<file path="config.mk">
export PLATFORM = sky130hd
export DESIGN_NAME = xadc_scan_controller
export DESIGN_NICKNAME = d
export VERILOG_FILES = /design/src/rtl/xadc_scan_controller.sv
export SDC_FILE = /design/constraint.sdc
export NUM_CORES = 1
export LEC_CHECK = 0
export CAP_MARGIN = 5
export CORE_MARGIN = 2
export CORE_UTILIZATION = 45
export CTS_CLUSTER_SIZE = 12
export DETAILED_ROUTE_END_ITERATION = 10
export PLACE_DENSITY = 0.86
export SETUP_SLACK_MARGIN = 0.4
export SYNTH_ARGS = -nofsm -noshare
export SYNTH_HDL_FRONTEND = slang
export SYNTH_SLANG_ARGS = --single-unit
</file>
<file path="constraint.sdc">
create_clock -name i_clk -period 2.15 [get_ports i_clk]
set_input_delay 0.3225 -clock i_clk [delete_from_list [all_inputs] [get_ports i_clk]]
set_output_delay 0.3225 -clock i_clk [all_outputs]
set_load 0.005 [all_outputs]
</file>
<file path="src/rtl/xadc_scan_controller.sv">
// xadc_scan_controller
//   N-channel XADC scan sequencer. Each end-of-conversion pulse starts one scan
//   that issues one DRP read per entry of ADDR_LIST, in order, and stores the
//   DATA_W-bit result of each read. A read that sees no drdy within TIMEOUT_CYC
//   cycles is abandoned, flagged, and leaves its channel untouched.
//
//   Optional feature macro: XADC_SCAN_AVG_EN
//     When defined, each channel averages four good samples before its result
//     register and valid bit are updated.
//
// Ports
//   i_clk          system / DRP clock
//   i_rst_n        synchronous reset, active low
//   i_eoc          XADC end-of-conversion pulse, starts a scan when idle
//   i_drdy         DRP data ready
//   i_do_in        DRP read data, result taken from the top DATA_W bits
//   o_den          DRP enable, one-cycle pulse per read
//   o_daddr        DRP address, holds its last value between reads
//   o_dwe          DRP write enable, always 0
//   o_ch_data      packed per-channel results, ch0 in the LSBs
//   o_ch_valid     per-channel "has a result" bits
//   o_scan_done    one-cycle pulse in the final store cycle of a scan
//   o_busy         high from the cycle after eoc acceptance through the final store
//   o_overrun      sticky: eoc seen while a scan was in progress
//   o_timeout_err  sticky: a read was abandoned for lack of drdy
module xadc_scan_controller #(
  parameter int unsigned         NUM_CH      = 2,
  parameter logic [NUM_CH*8-1:0] ADDR_LIST   = {8'h1B, 8'h13},
  parameter int unsigned         DATA_W      = 12,
  parameter int unsigned         TIMEOUT_CYC = 255
) (
  input  logic                     i_clk,
  input  logic                     i_rst_n,
  input  logic                     i_eoc,
  input  logic                     i_drdy,
  input  logic [15:0]              i_do_in,
  output logic                     o_den,
  output logic [6:0]               o_daddr,
  output logic                     o_dwe,
  output logic [NUM_CH*DATA_W-1:0] o_ch_data,
  output logic [NUM_CH-1:0]        o_ch_valid,
  output logic                     o_scan_done,
  output logic                     o_busy,
  output logic                     o_overrun,
  output logic                     o_timeout_err
);

  localparam int unsigned IDX_W  = (NUM_CH > 1) ? $clog2(NUM_CH) : 1;
  localparam int unsigned TCNT_W = $clog2(TIMEOUT_CYC + 1);

  typedef enum logic [1:0] {StIdle, StReq, StWait, StStore} state_e;

  state_e              r_state;
  state_e              w_state_next;
  logic [IDX_W-1:0]    r_idx;
  logic [IDX_W-1:0]    w_idx_nxt;
  logic [TCNT_W-1:0]   r_tcnt;
  logic [DATA_W-1:0]   r_sample;
  logic                r_hit;      // current read got drdy (not abandoned)
  logic [6:0]          r_daddr;
  logic                r_busy;
  logic                r_overrun;
  logic                r_timeout;
  logic                w_last;
  logic                w_tmo;

  assign w_last    = (r_idx == IDX_W'(NUM_CH - 1));
  assign w_idx_nxt = r_idx + IDX_W'(1);
  // Last WAIT cycle in which drdy is still accepted.
  assign w_tmo     = (r_tcnt == TCNT_W'(TIMEOUT_CYC - 1));

  // State register
  always_ff @(posedge i_clk) begin
    if (!i_rst_n) begin
      r_state <= StIdle;
    end else begin
      r_state <= w_state_next;
    end
  end

  // Next-state logic
  always_comb begin
    w_state_next = r_state;
    unique case (r_state)
      StIdle:  if (i_eoc) w_state_next = StReq;
      StReq:   w_state_next = StWait;
      StWait:  if (i_drdy || w_tmo) w_state_next = StStore;
      StStore: w_state_next = w_last ? StIdle : StReq;
      default: w_state_next = StIdle;
    endcase
  end

  // Outputs
  always_comb begin
    o_den         = (r_state == StReq);
    o_scan_done   = (r_state == StStore) && w_last;
    o_daddr       = r_daddr;
    o_dwe         = 1'b0;
    o_busy        = r_busy;
    o_overrun     = r_overrun;
    o_timeout_err = r_timeout;
  end

  // Sequencing datapath
  always_ff @(posedge i_clk) begin
    if (!i_rst_n) begin
      r_idx     <= '0;
      r_tcnt    <= '0;
      r_sample  <= '0;
      r_hit     <= 1'b0;
      r_daddr   <= '0;
      r_busy    <= 1'b0;
      r_overrun <= 1'b0;
      r_timeout <= 1'b0;
    end else begin
      if (i_eoc && (r_state != StIdle)) r_overrun <= 1'b1;
      unique case (r_state)
        StIdle: begin
          if (i_eoc) begin
            r_idx   <= '0;
            r_busy  <= 1'b1;
            r_daddr <= ADDR_LIST[6:0];
          end
        end
        StReq: begin
          r_tcnt <= '0;
          r_hit  <= 1'b0;
        end
        StWait: begin
          if (i_drdy) begin
            r_sample <= i_do_in[15 -: DATA_W];
            r_hit    <= 1'b1;
          end else begin
            r_tcnt <= r_tcnt + TCNT_W'(1);
            if (w_tmo) r_timeout <= 1'b1;
          end
        end
        StStore: begin
          if (w_last) begin
            r_busy <= 1'b0;
          end else begin
            r_idx   <= w_idx_nxt;
            r_daddr <= ADDR_LIST[int'(w_idx_nxt)*8 +: 7];
          end
        end
        default: ;
      endcase
    end
  end

  // Per-channel result storage
  for (genvar k = 0; k < NUM_CH; k++) begin : g_ch
    logic              w_store;
    logic [DATA_W-1:0] r_data;
    logic              r_valid;

    assign w_store = (r_state == StStore) && r_hit && (r_idx == IDX_W'(k));

`ifdef XADC_SCAN_AVG_EN
    logic [DATA_W+1:0] r_acc;
    logic [DATA_W+1:0] w_sum;
    logic [1:0]        r_cnt;

    assign w_sum = r_acc + {2'b00, r_sample};

    always_ff @(posedge i_clk) begin
      if (!i_rst_n) begin
        r_acc   <= '0;
        r_cnt   <= '0;
        r_data  <= '0;
        r_valid <= 1'b0;
      end else if (w_store) begin
        if (r_cnt == 2'd3) begin
          r_data  <= w_sum[DATA_W+1:2];
          r_valid <= 1'b1;
          r_acc   <= '0;
          r_cnt   <= '0;
        end else begin
          r_acc <= w_sum;
          r_cnt <= r_cnt + 2'd1;
        end
      end
    end
`else
    always_ff @(posedge i_clk) begin
      if (!i_rst_n) begin
        r_data  <= '0;
        r_valid <= 1'b0;
      end else if (w_store) begin
        r_data  <= r_sample;
        r_valid <= 1'b1;
      end
    end
`endif

    assign o_ch_data[k*DATA_W +: DATA_W] = r_data;
    assign o_ch_valid[k]                 = r_valid;
  end

  // Low DRP data bits below the result slice are intentionally dropped.
  if (DATA_W < 16) begin : g_lsb
    logic w_do_lsb_unused;
    assign w_do_lsb_unused = ^i_do_in[15-DATA_W:0];
  end

endmodule
</file>
---- After elaboration in Yosys (flattened, before gate mapping) ----
Cells that the tools add are included.
word-level totals
  flip-flop bits (word level) ............. 60
  input port bits ......................... 20
  output and inout port bits .............. 39
  word-level logic and storage cells ...... 63
cells by class
  add/sub/neg operators ................... 2
  eq/ne operators ......................... 10
  shift operators ......................... 1
  multiplexer cells ....................... 17
  bitwise operators ....................... 2
  reductions and logical operators ........ 18
operators with widths
  cell                       number
  $pmux W8 S2                1
  $shiftx A16 B5 Y7 const A  1
  $mux W7                    2
  $pmux W7 S2                1
  $ne A2 B2 Y1 const B       6
  $reduce_and A2 Y1          5
  $reduce_and A3 Y1          3
  $add A8 B1 Y8 const B      1
  $eq A8 B8 Y1 const B       1
  $mux W8                    1
  $pmux W2 S4                1
  $mux W1                    6
  $pmux W1 S2                3
  $reduce_bool A2 Y1         3
  $logic_and A1 B1 Y1        5
  $eq A2 B2 Y1 const B       2
  $mux W2                    2
  $eq A2 B1 Y1 const B       1
  $logic_not A2 Y1           1
  $not A1 Y1                 2
  $add A1 B1 Y1 const B      1
  $logic_or A1 B1 Y1         1

---- Longest topological paths before layout ----
Gate-level depths: netlist (run 1).
  word-level depth ........................ 4
  mapped depth ............................ 6
  gate-level depth less buffers ........... 6

---- Worst setup path before layout (run 1) ----
No wires, ideal clock.
  path type ............................... register -> register
  start point ............................. register r_state[0]
  end point ............................... register r_state[0]
  library setup time ...................... 0.121 ns
  arrival time ............................ 1.389 ns
  required time ........................... 2.029 ns
  slack ................................... 0.640 ns
  stages on the path, launching flop included .. 7
  path buffers ............................ 0
  clock period less this slack ............ 1.510 ns
  cells stage by stage .................... dfxtp_1 -> inv_1 -> ha_1 -> nor2b_1 -> or4_1 -> o21ai_1 -> a21oi_1
on the way
  word-level cells in the longest chain between the ends .. 3
  elaborated cells between the ends (all ways) .. 8
  those cells by class .................... 5 x eq/ne; 1 x mux; 2 x reduce/logical
RTL lines
  what                                                     RTL line  RTL
  from (decl)                                              53        state_e r_state;
  from (signal assigned)                                   75        r_state <= StIdle;
  from (signal assigned)                                   77        r_state <= w_state_next;
  $eq A2 B2 Y1 / $logic_not A2 Y1 (equally long branches)  84        unique case (r_state)
  $ne A2 B2 Y1 (no line)                                   n/a
  $reduce_and A2 Y1 (no line)                              n/a
Parallel ways exist; a longest one is shown, timed or not.
A chain may end at the register's enable or synchronous reset.

---- Worst setup path in the final report (run 1) ----
  start point ............................. register r_state[0]
  end point ............................... register r_tcnt[7]
on the way
  word-level cells in the longest chain between the ends .. 3
  elaborated cells between the ends (all ways) .. 6
  those cells by class .................... 3 x eq/ne; 1 x mux; 2 x reduce/logical
RTL lines
  what                                                                 RTL line  RTL
  $eq A2 B2 Y1 / $eq A2 B1 Y1 (equally long branches)                  117       unique case (r_state)
  $ne A2 B2 Y1 (no line) / $reduce_bool A2 Y1 (equally long branches)  n/a
  $reduce_and A2 Y1 (no line)                                          n/a
  to (signal assigned)                                                 134       r_tcnt <= r_tcnt + TCNT_W'(1);
  to (decl)                                                            57        logic [TCNT_W-1:0] r_tcnt;
Parallel ways exist; a longest one is shown, timed or not.

==> results of run 1 <==
cells in the final DEF, fill, tap and decap left out, types with 2 or more instances in the layout:
master and count:
buf_4 5, a21oi_1 46, inv_1 5, clkdlybuf4s50_1 48, nand3b_1 2, nand4_1 3, o21ai_0 4, nor2b_1 3
dfxtp_4 2, a211oi_1 2, ha_1 5, conb_1 4, nand2_1 81, and3_1 2, clkbuf_8 5, xnor2_1 2
nor2_1 27, dfxtp_1 53, nand2b_1 2
how the worst max path moves through the flow:
stage	to	slack [ns]	cells after the start
final	r_tcnt[7]$_SDFFE_PN0P_	0.49	6
after global routing	g_ch[0].r_data[6]$_SDFFE_PN0P_	0.41	6
after CTS	o_scan_done	0.35	3
after detailed placement	r_tcnt[4]$_SDFFE_PN0P_	0.39	5
after global placement	o_scan_done	0.42	3
after floorplan	r_state[0]$_SDFFE_PN0P_	0.64	6
metrics by stage:
stage                     instance area, µm²  utilization, %  hold slack (ns)  worst slack, ns  power (µW)
after floorplan                         2240               -            0.442            0.640        1550
after global placement                  2730            57.3            0.442            0.421        1710
after detailed placement                2730            57.3            0.449            0.390        1720
after CTS                               2860            60.2            0.462            0.353        2340
after global routing                    2860            60.2            0.473            0.413        2470
final                                   2860            60.2            0.459            0.489        2330
registers in the layout, summed over array words and instances (netlist names):
name,cells
o_daddr,2
o_overrun,1
o_busy,1
r_idx,1
r_state,2
g_ch.r_data,24
g_ch.r_valid,2
r_sample,12
r_tcnt,8
o_timeout_err,1
r_hit,1
area by class of cell:
cell class | count | area (µm²) | area share, %
clock buffer | 6 | 72.6 | 2.53
sequential | 55 | 1110 | 38.7
multi-input combinational | 203 | 1020 | 35.8
clock inverter | 2 | 16.3 | 0.568
tap | 67 | 83.8 | 2.93
inverter | 5 | 18.8 | 0.655
timing repair buffer | 55 | 539 | 18.8
cells by family after synthesis:
family / share of synthesized area (%)
other cells: 0.169
mux: 0.506
flops: 49.5
compound gates: 13.6
buf+inv: 5.79
simple gates: 25.4
xor+xnor: 1.18
fa+ha+maj: 3.94
report_power, final:
part	switching [µW]	leakage, µW	internal (µW)
Clock	338	0.0000418	234
Sequential	71.4	0.000446	1100
Combinational	313	0.000528	271
Total	722	0.00102	1610
timing repair:
action | in CTS | in global routing
endpoints found under the setup margin | 2 | 13
gates resized for setup | 9 | 2
hold endpoints to repair | 0 | 0
pin swaps | 2 | 0
setup buffers | 3 | 0
routing by layer:
metal	track usage, %	share of wire, %	vias up
li1	-	-	993
met1	21.7	42	916
met2	32.6	50	62
met3	4.34	5.6	5
met4	9.13	2.1	0
met5	0	0	-
tightest hold or removal path: cells and delay by family (launching register included):
| kind | cells | cell delay [ns] |
|---|---|---|
| flip-flops | 1 | 0.32 |
| AO/OA/AOI/OAI | 1 | 0.05 |
| AND/OR/NAND/NOR | 1 | 0.05 |
Yosys cell counts, drive strengths merged:
cell type	count
nand2	81
inv	5
or3	1
xor2	1
and4	1
o31ai	1
buf	13
a211oi	2
conb	1
dfxtp	55
nand2b	3
o21ai	5
nor2	27
nand4	3
nand3b	2
a21oi	47
and2	3
nand3	1
and2b	1
a31oi	1
xnor2	2
mux2	1
and3	3
nor3	1
or4	1
o2111ai	1
clkbuf	6
nor2b	3
ha	7
==> run summary, run 1 <==
Status = finished, final reports clean
GRT Overall Usage = 18.7%
Num rows = 25
1st-pass router iterations = 4
Vias in the first global route = 1781
Non-Filler Instances = 393
Maximum vdd ir drop = 408 µV
Yosys warnings = 0
HPWL Detailed = 3340 µm
Cells taking the most area after synthesis = dfxtp_1 49%, nand2_1 14%, a21oi_1 10%
Critical path data arrival time = 1.88 ns
Unrepaired setup endpoints after global routing = false
Area growth, synth to finish = 28.7%
Distinct cells, synth = 34
CP cell instances = inv_1 > ha_1 > nand2b_1 > a211oi_1 > xnor2_1 > nor2_1
Final hold violation count = 0
Vias = 1976
# Max-Cap Violations = 0
Die area = 5520 µm²
Worst hold path type = reg -> reg
Bufs and invs on worst path = 1
Nets@finish = 352
Total global routing overflow = 0
Startpoint types = flip-flop
CTS sink cnt = 55
Largest net degree at the start of global routing = 26
Sequential element share of the synthesized area = 49.5%
Worst clock skew = 0.0103 ns
Antenna diode count = 0
Worst Path Required = 2.37 ns
Worst Min Path Start = g_ch[1].r_data[2]$_SDFFE_PN0P_
Reg clk slew, reported paths = 0.10 ns
Slowest stage delay, CP = 0.38 ns
Post-route setup TNS = 0 ns
CTS Buf Count = 5
Slew margin rel. = 66.1%
Pwr Density = 814 nW/µm²
First-pass GRT wire length = 7840 µm
Final ANT Viol Nets = 0
Largest area contributor in the netlist = dfxtp_1
Initial cell density of the core = 46.8%
Category of the most critical setup path = reg -> reg
Layout cells sized above 1 = 6.75%
Clock latency on the worst-skew pair = 0.32 ns
Slew @ Worst Pin = 0.509 ns
FILL cells = 425
Vias/cell = 5.03
Worst R2R End = r_tcnt[7]$_SDFFE_PN0P_
CP max FO = 6
Reg2Reg Setup Slack = 0.49 ns
Worst Hold Path Cells = 2
H-tree levels = 2
Reg2reg start = r_state[0]$_SDFFE_PN0P_
Crit path max-delay cell type = dfxtp_4
CTS tree = yes
Cell Count Post-Placement = 382
Clock period minus worst slack = 1.66 ns
Post-synth top area share = 49.5%
Remaining DRCs = 0
I/O pin count = 59
Port bufs = 50
FF-to-FF path depth = 6
Core area = 4750 µm²
# hold bufs at CTS = 0
Die Span Y = 74.3 µm
Worst path top cell family by delay = flip-flops
Syn Area/Cell = 7.97 µm²
Chip Width = 74.3 µm
Final Max Slew Viols = 0
Mapped Cells = 279
Post-DR wirelength/cell = 12.3 µm
Detailed Route Iter0 Violations = 136
Hold Path Sink = g_ch[1].r_data[2]$_SDFFE_PN0P_
Static leakage = 0.00102 µW
Fin crit share = 77.2%
Max Buffers Root-to-Sink = 2
Final setup viols = 0
Worst setup path startpoint = r_state[0]$_SDFFE_PN0P_
Mapped Area = 2220 µm²
Crit path capture type = flip-flop
Routability cong. = 0.845
Achievable frequency = 602 MHz
Root Buffer = clkbuf_8
Initial antenna violation count = 0
WL final = 4830 µm
Synth Register Bits = 55
Power figures use the tool's default switching activity.
==> run 2, diff against run 1 <==
--- a/config.mk
+++ b/config.mk
@@ -7,7 +7,7 @@
 export LEC_CHECK = 0
 export CAP_MARGIN = 5
 export CORE_MARGIN = 2
-export CORE_UTILIZATION = 45
+export CORE_UTILIZATION = 43
 export CTS_CLUSTER_SIZE = 12
 export DETAILED_ROUTE_END_ITERATION = 10
 export PLACE_DENSITY = 0.86
==> constraint.sdc (replaced) <==
create_clock -name i_clk -period 1.4 [get_ports i_clk]
set_input_delay 0.21 -clock i_clk [delete_from_list [all_inputs] [get_ports i_clk]]
set_output_delay 0.21 -clock i_clk [all_outputs]
set_load 0.005 [all_outputs]
==> run 2 against run 1 <==
Compared with the run above:
- the run now ends with negative setup slack left
- routed wire length is 67% higher
- clock power up 67%
- setup slack lost 0.69 ns
- sequential power grew 58%
- non-clock buffer count grew 58
- clock skew up 0.0011 ns
- first-iteration DRC count shrank 21%
- die area increased by 4.4%
- critical path type unchanged
- largest cell class is now multi-input combinational cells
- largest power group is now combinational logic
==> run summary, run 2 (synthesis gave the netlist of run 1 again) <==
Remaining DRCs = 0 (unchanged)
Post-DR wirelength/cell = 17.6 µm (+43%)
CTS tree = yes
Unrepaired setup endpoints after global routing = true
Area growth, synth to finish = 78.6%
# hold bufs at CTS = 0 (unchanged)
Post-Route Utilization = 78.8% (+19 points)
Critical path data arrival time = 1.82 ns (-0.06 ns)
Nets@finish = 415 (+18%)
Initial antenna violation count = 0 (unchanged)
Worst R2R End = r_state[0]$_SDFFE_PN0P_
Vias in the first global route = 2208 (+24%)
Hold Path Sink = r_sample[10]$_SDFFE_PN0P_
WL final = 8060 µm (+67%)
Detailed Route Iter0 Violations = 108 (-21%)
Status = complete, but fails checks
Crit path max-delay cell type = or4_4
Vias = 2427 (+23%)
Die area = 5760 µm² (+4.4%)
Setup WS post-layout = -0.198 ns (-0.687 ns)
Clock period minus worst slack = 1.60 ns (-0.0628 ns)
Final hold violation count = 0 (unchanged)
CTS sink cnt = 55 (unchanged)
DR top layer = met4
Startpoint types = flip-flop
Regs by FF count = g_ch.r_data (24), r_sample (12), r_tcnt (8)
Die Span Y = 75.9 µm (+2.2%)
Category of the most critical setup path = reg -> reg
Largest register FFs = 24 (unchanged)
Metal3 WL = 364 µm (+34%)
Initial cell density of the core = 44.1% (-2.7 points)
Post-DP Area = 2950 µm² (+8.1%)
Antenna diode count = 0 (unchanged)
Reg2reg start = r_state[1]$_SDFFE_PN0P_
1st-pass router iterations = 4 (unchanged)
Met1 wire length = 3120 µm (+54%)
Worst clock skew = 0.0115 ns (+0.00115 ns)
Max Buffers Root-to-Sink = 2 (unchanged)
Root Buffer = clkbuf_8
Total global routing overflow = 0 (unchanged)
Num rows = 26 (+4.0%)
Final Total Pwr = 5220 µW (+120%)
H-tree levels = 2 (unchanged)
Maximum vdd ir drop = 1280 µV (+210%)
Vias/cell = 5.29 (+5.2%)
Worst hold path type = in -> reg
Final ANT Viol Nets = 0 (unchanged)
Met2 WL post-DR = 4410 µm (+82%)
CP max FO = 5 (-1)
GRT Overall Usage = 22.9% (+4.2 points)
Commonest non-fill, non-tap cell in the layout = buf_6
Core area = 5040 µm² (+6.1%)
Reg clk slew, reported paths = 0.12 ns (+0.02 ns)
Most frequent cells in the layout = 39 x buf_6, 38 x buf_4, 37 x nand2_1, 33 x dfxtp_2, 30 x nand2_2
Reg2Reg Setup Slack = -0.20 ns (-0.69 ns)
Top reg by flops = g_ch.r_data
CP cell instances = inv_4 > buf_6 > ha_4 > nor2b_4 > or4_4 > o21ai_2 > a21oi_1
Worst Hold Path Cells = 3 (+1)
Chip Width = 75.9 µm (+2.2%)
FF-to-FF path depth = 7 (+1)
Post-route setup TNS = -1.87 ns (-1.87 ns)
Pwr Density = 1310 nW/µm² (+61%)
CTS Buf Count = 5 (unchanged)
# Max-Cap Violations = 0 (unchanged)
Worst Min Path Start = i_do_in[14]
Layout cells sized above 1 = 66.8% (+60 points)
First-pass GRT wire length = 10600 µm (+35%)
FILL cells = 324 (-24%)
Fin crit share = 114% (+37 points)
Port bufs = 50 (unchanged)
Slowest stage delay, CP = 0.43 ns (+0.05 ns)
HPWL Detailed = 3660 µm (+9.4%)
Clock latency on the worst-skew pair = 0.33 ns (about the same)
Static leakage = 0.00155 µW (+53%)
Worst setup path startpoint = r_state[1]$_SDFFE_PN0P_
Largest net degree at the start of global routing = 28 (+7.7%)
Routability cong. = 0.871 (+3.0%)
I/O pin count = 59 (unchanged)
Final Max Slew Viols = 0 (unchanged)
Failing checks = negative setup slack
Crit path capture type = flip-flop
Final setup viols = 28 (+28)
Achievable frequency = 626 MHz (+3.9%)
Design Area, Final = 3970 µm² (+39%)
Worst Path Required = 1.62 ns (-0.75 ns)
-- run 2: cell types whose count changed in the layout (fill, tap and decap cells not counted), sizes merged --
| cell | delta |
|---|---|
| and2 | +2 |
| and3 | +1 |
| buf | +93 |
| clkbuf | -1 |
| clkdlybuf4s50 | -33 |
| dlygate4sd2 | -1 |
| dlymetal6s2s | -1 |
| inv | +1 |
| nand2 | +2 |
-- run 2: layer usage --
metal | global-route usage (%) | up-vias
li1 | - | 1131
met1 | 27.1 | 1192
met2 | 41.5 | 91
met3 | 4.05 | 13
met4 | 8.36 | 0
met5 | 0 | -
-- run 2: per-stage QoR --
step                worst slack, ns  hold WS [ns]  instances
floorplan                    0.0227         0.344        282
finish                       -0.198         0.439        459
global placement             -0.101         0.444        400
detailed placement           -0.186         0.450        400
CTS                          -0.112         0.442        434
global route                 -0.230         0.433        459
-- run 2: how the worst max path moves through the flow --
stage	to	depth (start not counted)	slack (ns)
2_1_floorplan	r_state[0]$_SDFFE_PN0P_	6	0.02
3_3_place_gp	r_tcnt[4]$_SDFFE_PN0P_	5	-0.10
3_5_place_dp	r_tcnt[4]$_SDFFE_PN0P_	5	-0.19
4_1_cts	r_state[0]$_SDFFE_PN0P_	7	-0.11
5_1_grt	r_state[0]$_SDFFE_PN0P_	7	-0.23
6_report	r_state[0]$_SDFFE_PN0P_	7	-0.20
-- run 2: layout make-up --
type	count	area [µm²]	share of cell area, %
Clock buffer	5	68.8	1.73
Clock inverter	3	25.0	0.630
Inverter	5	21.3	0.535
Multi-Input combinational cell	208	1600	40.3
Sequential cell	55	1150	29.0
Tap cell	70	87.6	2.20
Timing Repair Buffer	113	1010	25.5
-- run 2: repair_timing --
action	4_1_cts	5_1_grt
cloned	3	2
pin swaps	15	44
setup endpoints to repair	90	81
resized for setup	218	125
setup buffers	23	23
-- run 2: where the power goes --
| part | switching [µW] | total (µW) | internal, µW | leakage, µW |
|---|---|---|---|---|
| Clock | 589 | 955 | 367 | 0.0000452 |
| Sequential | 144 | 1850 | 1700 | 0.000463 |
| Combinational | 1100 | 2410 | 1310 | 0.00104 |
| Total | 1830 | 5220 | 3380 | 0.00155 |
-- run 2: critical path: cells and delay by family (launching register included) --
family / cells / cell delay [ns]
and+or+nand+nor: 2 / 0.56
DFF: 1 / 0.41
AOI/OAI and AO/OA: 2 / 0.20
buffers and inverters: 2 / 0.17
adders and majority gates: 1 / 0.16
==> run 3, diff against run 2 <==
--- a/config.mk
+++ b/config.mk
@@ -5,7 +5,6 @@
 export SDC_FILE = /design/constraint.sdc
 export NUM_CORES = 1
 export LEC_CHECK = 0
-export CAP_MARGIN = 5
 export CORE_MARGIN = 2
 export CORE_UTILIZATION = 43
 export CTS_CLUSTER_SIZE = 12
==> results of run 3 <==
The final DEF is identical to that of run 2; final timing and power are the same.
